[src/rtl/fdiv_arbiter.sv]
// rtl/fdiv_arbiter.sv - two-requester round-robin arbiter in front of a shared fixed-latency divider core
// Operands are held in registers for LAT cycles, then the core result is captured into a response slot.
module fdiv_arbiter #(
  parameter int NEXP = 8,
  parameter int NSIG = 23,
  parameter int LAT  = 4
) (
  input  logic                     clk,
  input  logic                     reset,
  input  logic                     req0_valid,
  output logic                     req0_ready,
  input  logic [NEXP+NSIG:0]       req0_a,
  input  logic [NEXP+NSIG:0]       req0_b,
  input  logic                     req0_rm,
  input  logic                     req1_valid,
  output logic                     req1_ready,
  input  logic [NEXP+NSIG:0]       req1_a,
  input  logic [NEXP+NSIG:0]       req1_b,
  input  logic                     req1_rm,
  output logic [NEXP+NSIG:0]       core_a,
  output logic [NEXP+NSIG:0]       core_b,
  output logic                     core_rm,
  input  logic [NEXP+NSIG:0]       core_y,
  input  logic [4:0]               core_flags,
  output logic                     rsp_valid,
  input  logic                     rsp_ready,
  output logic                     rsp_id,
  output logic [NEXP+NSIG:0]       rsp_y,
  output logic [4:0]               rsp_flags,
  output logic [4:0]               fflags,
  input  logic                     flags_clr,
  output logic                     busy
);

  localparam int W = 1 + NEXP + NSIG;

  typedef enum logic [1:0] {S_IDLE, S_BUSY, S_RESP} state_t;

  state_t       r_state;
  logic [3:0]   r_cnt;
  logic         r_last_grant;
  logic [W-1:0] r_a;
  logic [W-1:0] r_b;
  logic         r_rm;
  logic         r_id;
  logic [W-1:0] r_rsp_y;
  logic [4:0]   r_rsp_flags;
  logic         r_rsp_id;
  logic [4:0]   r_fflags;

  logic         w_idle;
  logic         w_grant;
  logic         w_acc;
  logic         w_cap;

  // Lone requester wins outright; on contention (or no request) the one not granted last time is favoured.
  always_comb begin
    w_grant = ~r_last_grant;
    if (req0_valid && !req1_valid)
      w_grant = 1'b0;
    else if (req1_valid && !req0_valid)
      w_grant = 1'b1;
  end

  assign w_idle     = (r_state == S_IDLE);
  assign req0_ready = w_idle && !w_grant;
  assign req1_ready = w_idle && w_grant;
  assign w_acc      = w_grant ? (req1_valid && req1_ready) : (req0_valid && req0_ready);
  assign w_cap      = (r_state == S_BUSY) && (r_cnt == 4'd0);

  always_ff @(posedge clk) begin
    if (reset) begin
      r_state      <= S_IDLE;
      r_cnt        <= 4'd0;
      r_last_grant <= 1'b1;
      r_a          <= '0;
      r_b          <= '0;
      r_rm         <= 1'b0;
      r_id         <= 1'b0;
      r_rsp_y      <= '0;
      r_rsp_flags  <= '0;
      r_rsp_id     <= 1'b0;
      r_fflags     <= '0;
    end else begin
      // Clear first, then OR in, so flags captured during a clear cycle are kept.
      r_fflags <= (flags_clr ? 5'd0 : r_fflags) | (w_cap ? core_flags : 5'd0);
      case (r_state)
        S_IDLE: begin
          if (w_acc) begin
            r_a          <= w_grant ? req1_a  : req0_a;
            r_b          <= w_grant ? req1_b  : req0_b;
            r_rm         <= w_grant ? req1_rm : req0_rm;
            r_id         <= w_grant;
            r_last_grant <= w_grant;
            r_cnt        <= 4'(LAT - 1);
            r_state      <= S_BUSY;
          end
        end
        S_BUSY: begin
          if (r_cnt == 4'd0) begin
            r_rsp_y     <= core_y;
            r_rsp_flags <= core_flags;
            r_rsp_id    <= r_id;
            r_state     <= S_RESP;
          end else begin
            r_cnt <= r_cnt - 4'd1;
          end
        end
        S_RESP: begin
          if (rsp_ready)
            r_state <= S_IDLE;
        end
        default: r_state <= S_IDLE;
      endcase
    end
  end

  assign core_a    = r_a;
  assign core_b    = r_b;
  assign core_rm   = r_rm;
  assign rsp_valid = (r_state == S_RESP);
  assign rsp_id    = r_rsp_id;
  assign rsp_y     = r_rsp_y;
  assign rsp_flags = r_rsp_flags;
  assign fflags    = r_fflags;
  assign busy      = !w_idle;

endmodule

[config.mk]
export PLATFORM = sky130hd
export DESIGN_NAME = fdiv_arbiter
export DESIGN_NICKNAME = d
export VERILOG_FILES = /design/src/rtl/fdiv_arbiter.sv
export SDC_FILE = /design/constraint.sdc
export NUM_CORES = 1
export LEC_CHECK = 0
export ABC_CLOCK_PERIOD_IN_PS = 2200
export CORE_AREA = 2 2 122 124
export CTS_CLUSTER_SIZE = 8
export DETAILED_ROUTE_END_ITERATION = 8
export DIE_AREA = 0 0 124 126
export HOLD_SLACK_MARGIN = 0.02
export PLACE_DENSITY = 0.81
export RECOVER_POWER = 100
export SLEW_MARGIN = 0
export SYNTH_ARGS = -nofsm -noshare
export SYNTH_HDL_FRONTEND = slang
export SYNTH_SLANG_ARGS = --single-unit
[constraint.sdc]
create_clock -name clk -period 2.2 [get_ports clk]
set_input_delay 0.55 -clock clk [delete_from_list [all_inputs] [get_ports clk]]
set_output_delay 0.55 -clock clk [all_outputs]
set_load 0.005 [all_outputs]
==> impl_metrics.json <==
{
  "timing.hold.ws_ns": 0.469,
  "rows": 44,
  "fillers": 1182,
  "tightest_slew_ns": 1.08,
  "ys_seq_elements": 116,
  "first_global_vias": 6115,
  "cts_tree": "built",
  "p_int_mw": 5.08,
  "h-tree-depth": 4,
  "syn_inst": 635,
  "drt_wl_total_um": 21700,
  "r2r_start": "r_last_grant$_SDFFE_PP1P_",
  "drive_above_1_share_pct": 7.98,
  "worstHoldStart": "rsp_y[17]$_SDFFE_PP0P_",
  "grt_max_degree": 69,
  "leakage_nw": 3.62,
  "total_power_mw": 7.16,
  "synth_top_area_share_pct": 40.1,
  "synth_area_leaders": "dfxtp_1, a221o_1, a2111oi_0, and4_1, nand2b_1",
  "hold_viol_final": 0,
  "reg2reg_slack_ns": 0.14,
  "syn-num-nets": 810,
  "run_status": "finished, final reports clean",
  "p_per_area_nw_per_um2": 762,
  "cpMaxStageDelayCell": "maj3_2",
  "cts.clk_slew.worst_paths_ns": 0.05,
  "synth_largest_area_cell": "dfxtp_1",
  "max_stage_delay_ns": 0.33,
  "antenna_found_initial": 0,
  "dieArea_sq_um": 15600,
  "drc": 0,
  "ys_types": 34,
  "pwr-share-seq_pct": 34.6,
  "vdd_drop_max_mv": 0.820,
  "p_sw_share_pct": 29.1,
  "vias_per_cell": 6.03,
  "dpl_cell_area_sq_um": 8820,
  "clock-skew-final_ns": 0.00618,
  "yosysMostFrequentCell": "dfxtp_1",
  "wl_per_cell_um": 20.2,
  "yosysSeqAreaShare_pct": 40.1,
  "synth_edf_count": 0,
  "io_buffers": 284,
  "syn_avg_cell_area_sq_um": 9.13,
  "finalMaxSlewViolations": 0,
  "setup_viol": 0,
  "synth.cell_area_sq_um": 5800,
  "holdPathStages": 2,
  "via_count": 6475,
  "numCtsBuffers": 17,
  "yosys_warnings": 0,
  "clock_latency_ns": 0.41,
  "cts-root-buf": "clkbuf_16",
  "worstHoldEndpoint": "rsp_y[17]$_SDFFE_PP0P_",
  "ctsLongestPathBuffers": 2,
  "rr_worst_depth": 5,
  "grt-ovfl-total": 0,
  "dp_hpwl_um": 13900,
  "regToRegEndpoint": "core_b[4]$_SDFFE_PP0P_",
  "p_sw_mw": 2.08,
  "hold_path_class": "register to register",
  "min_period_ns": 2.12,
  "coreArea_sq_um": 14300,
  "start_kind": "primary input",
  "final_area_sq_um": 9380,
  "drt_iter0_markers": 755,
  "async_reset_ff_share_pct": 0,
  "cp-end-kind": "output pin",
  "synth_flop_cell": "dfxtp_1",
  "maxCapViolations": 0,
  "firstDrtPassIters": 5,
  "ys_top_cells_by_count": "dfxtp_1, clkbuf_1, nand2b_1",
  "clock_sinks": 116,
  "p_comb_share_pct": 27.6,
  "rsz0062_at_grt": "no",
  "min_period_over_period_pct": 96.6,
  "io_pins": 285,
  "die_w_um": 124,
  "diodes": 0,
  "crit_type": "primary input to output pin",
  "dpl.cell_count": 1040,
  "crit_path_frequent_cell": "clkdlybuf4s15_1",
  "instances_no_fill": 1074,
  "dieHeight_um": 126,
  "crit_path_cell_trace": "clkdlybuf4s15_1 > inv_1 > maj3_2 > clkbuf_2 > nor2_1 > clkdlybuf4s15_1",
  "antenna_left": 0,
  "area_growth_pct": 61.8,
  "cts_hold_buf": 0,
  "grt_pass1_wl_um": 33300,
  "start_util_pct": 40.5,
  "fin_util_pct": 65.6,
  "p_clk_share_pct": 37.8,
  "cp.arrival_ns": 1.57,
  "max_freq_mhz": 471,
  "nets": 1052,
  "relSlewSlack_pct": 28.1,
  "crit_path_max_fanout": 2,
  "gp_congestion": 0.807,
  "required_ns": 1.65,
  "grt.total_usage_pct": 27.1
}
-- flip-flops by register name, indices dropped and copies added, names as in the netlist --
signal and cells:
core_a 32, core_b 32, fflags 5, rsp_id 1, r_cnt 4, rsp_y 32
rsp_flags 5, r_state 2, r_last_grant 1, core_rm 1, r_id 1
-- per-stage QoR --
step	setup TNS [ns]	worst slack [ns]
6_report	0	0.0758
4_1_cts	0	0.00132
3_3_place_gp	-10.73	-0.407
5_1_grt	0	0.0131
3_5_place_dp	-10.41	-0.408
2_1_floorplan	0	0.184
-- per-layer routing --
metal | vias up | wire length, um | GRT usage (%)
li1 | 3013 | - | -
met3 | 55 | 2360 | 10.4
met2 | 334 | 10000 | 41.5
met1 | 3073 | 8620 | 33.6
met5 | - | 0 | 0
met4 | 0 | 736 | 11.8
-- critical path: cells and delay by family --
kind	cells	cell delay (ns)
simple gates	1	0.09
fa+ha+maj	1	0.33
buf+inv	4	0.60
-- power by group through the flow --
stage / registers (mW) / clock network [mW] / logic (mW)
final: 2.48 / 2.70 / 1.97
after CTS: 2.49 / 2.74 / 2.07
after detailed placement: 2.53 / 0 / 2.05
after global placement: 2.53 / 0 / 2.04
after global routing: 2.51 / 2.85 / 2.14
after floorplan: 2.54 / 0 / 0.879
-- layout make-up --
type | instances | area [sq um] | share of cell area (%)
Timing Repair Buffer | 315 | 3150 | 33.5
Inverter | 7 | 28.8 | 0.307
Tap cell | 184 | 230 | 2.45
Multi-Input combinational cell | 420 | 3080 | 32.8
Clock inverter | 10 | 106 | 1.13
Clock buffer | 22 | 464 | 4.95
Sequential cell | 116 | 2330 | 24.8
-- what timing repair did --
action	CTS	global route
setup buffers	2	0
pin swaps	1	1
endpoints found under the setup margin	3	4
resized for setup	7	3
-- placed cells by master, fill, tap and decap left out, drive strengths merged, types with 5 or more instances in the layout --
cell type / n
inv: 7
a21oi: 46
nor2: 5
nand3: 38
clkinv: 7
buf: 27
nand2b: 71
clkbuf: 28
dfxtp: 116
dlygate4sd3: 108
o21ai: 41
a221o: 65
and4: 65
clkdlybuf4s50: 171
a2111oi: 65
-- how the worst max path moves through the flow --
| stage | depth (start not counted) | to | from |
|---|---|---|---|
| final | 6 | req1_ready | req1_valid |
| after global routing | 6 | req1_ready | req1_valid |
| after CTS | 3 | busy | r_state[1]$_SDFFE_PP0P_ |
| after detailed placement | 5 | req1_ready | req1_valid |
| after global placement | 5 | req0_ready | req1_valid |
| after floorplan | 6 | req0_ready | req1_valid |
-- cells by family after synthesis --
family,Yosys count,synth area share (%)
AO/OA/AOI/OAI,225,29.6
adder cells (fa/ha/maj),3,0.626
buffers and inverters,99,7.10
flip-flops,116,40.1
AND/OR/NAND/NOR,192,22.6
Note: power is estimated with default switching activity, not from simulation.
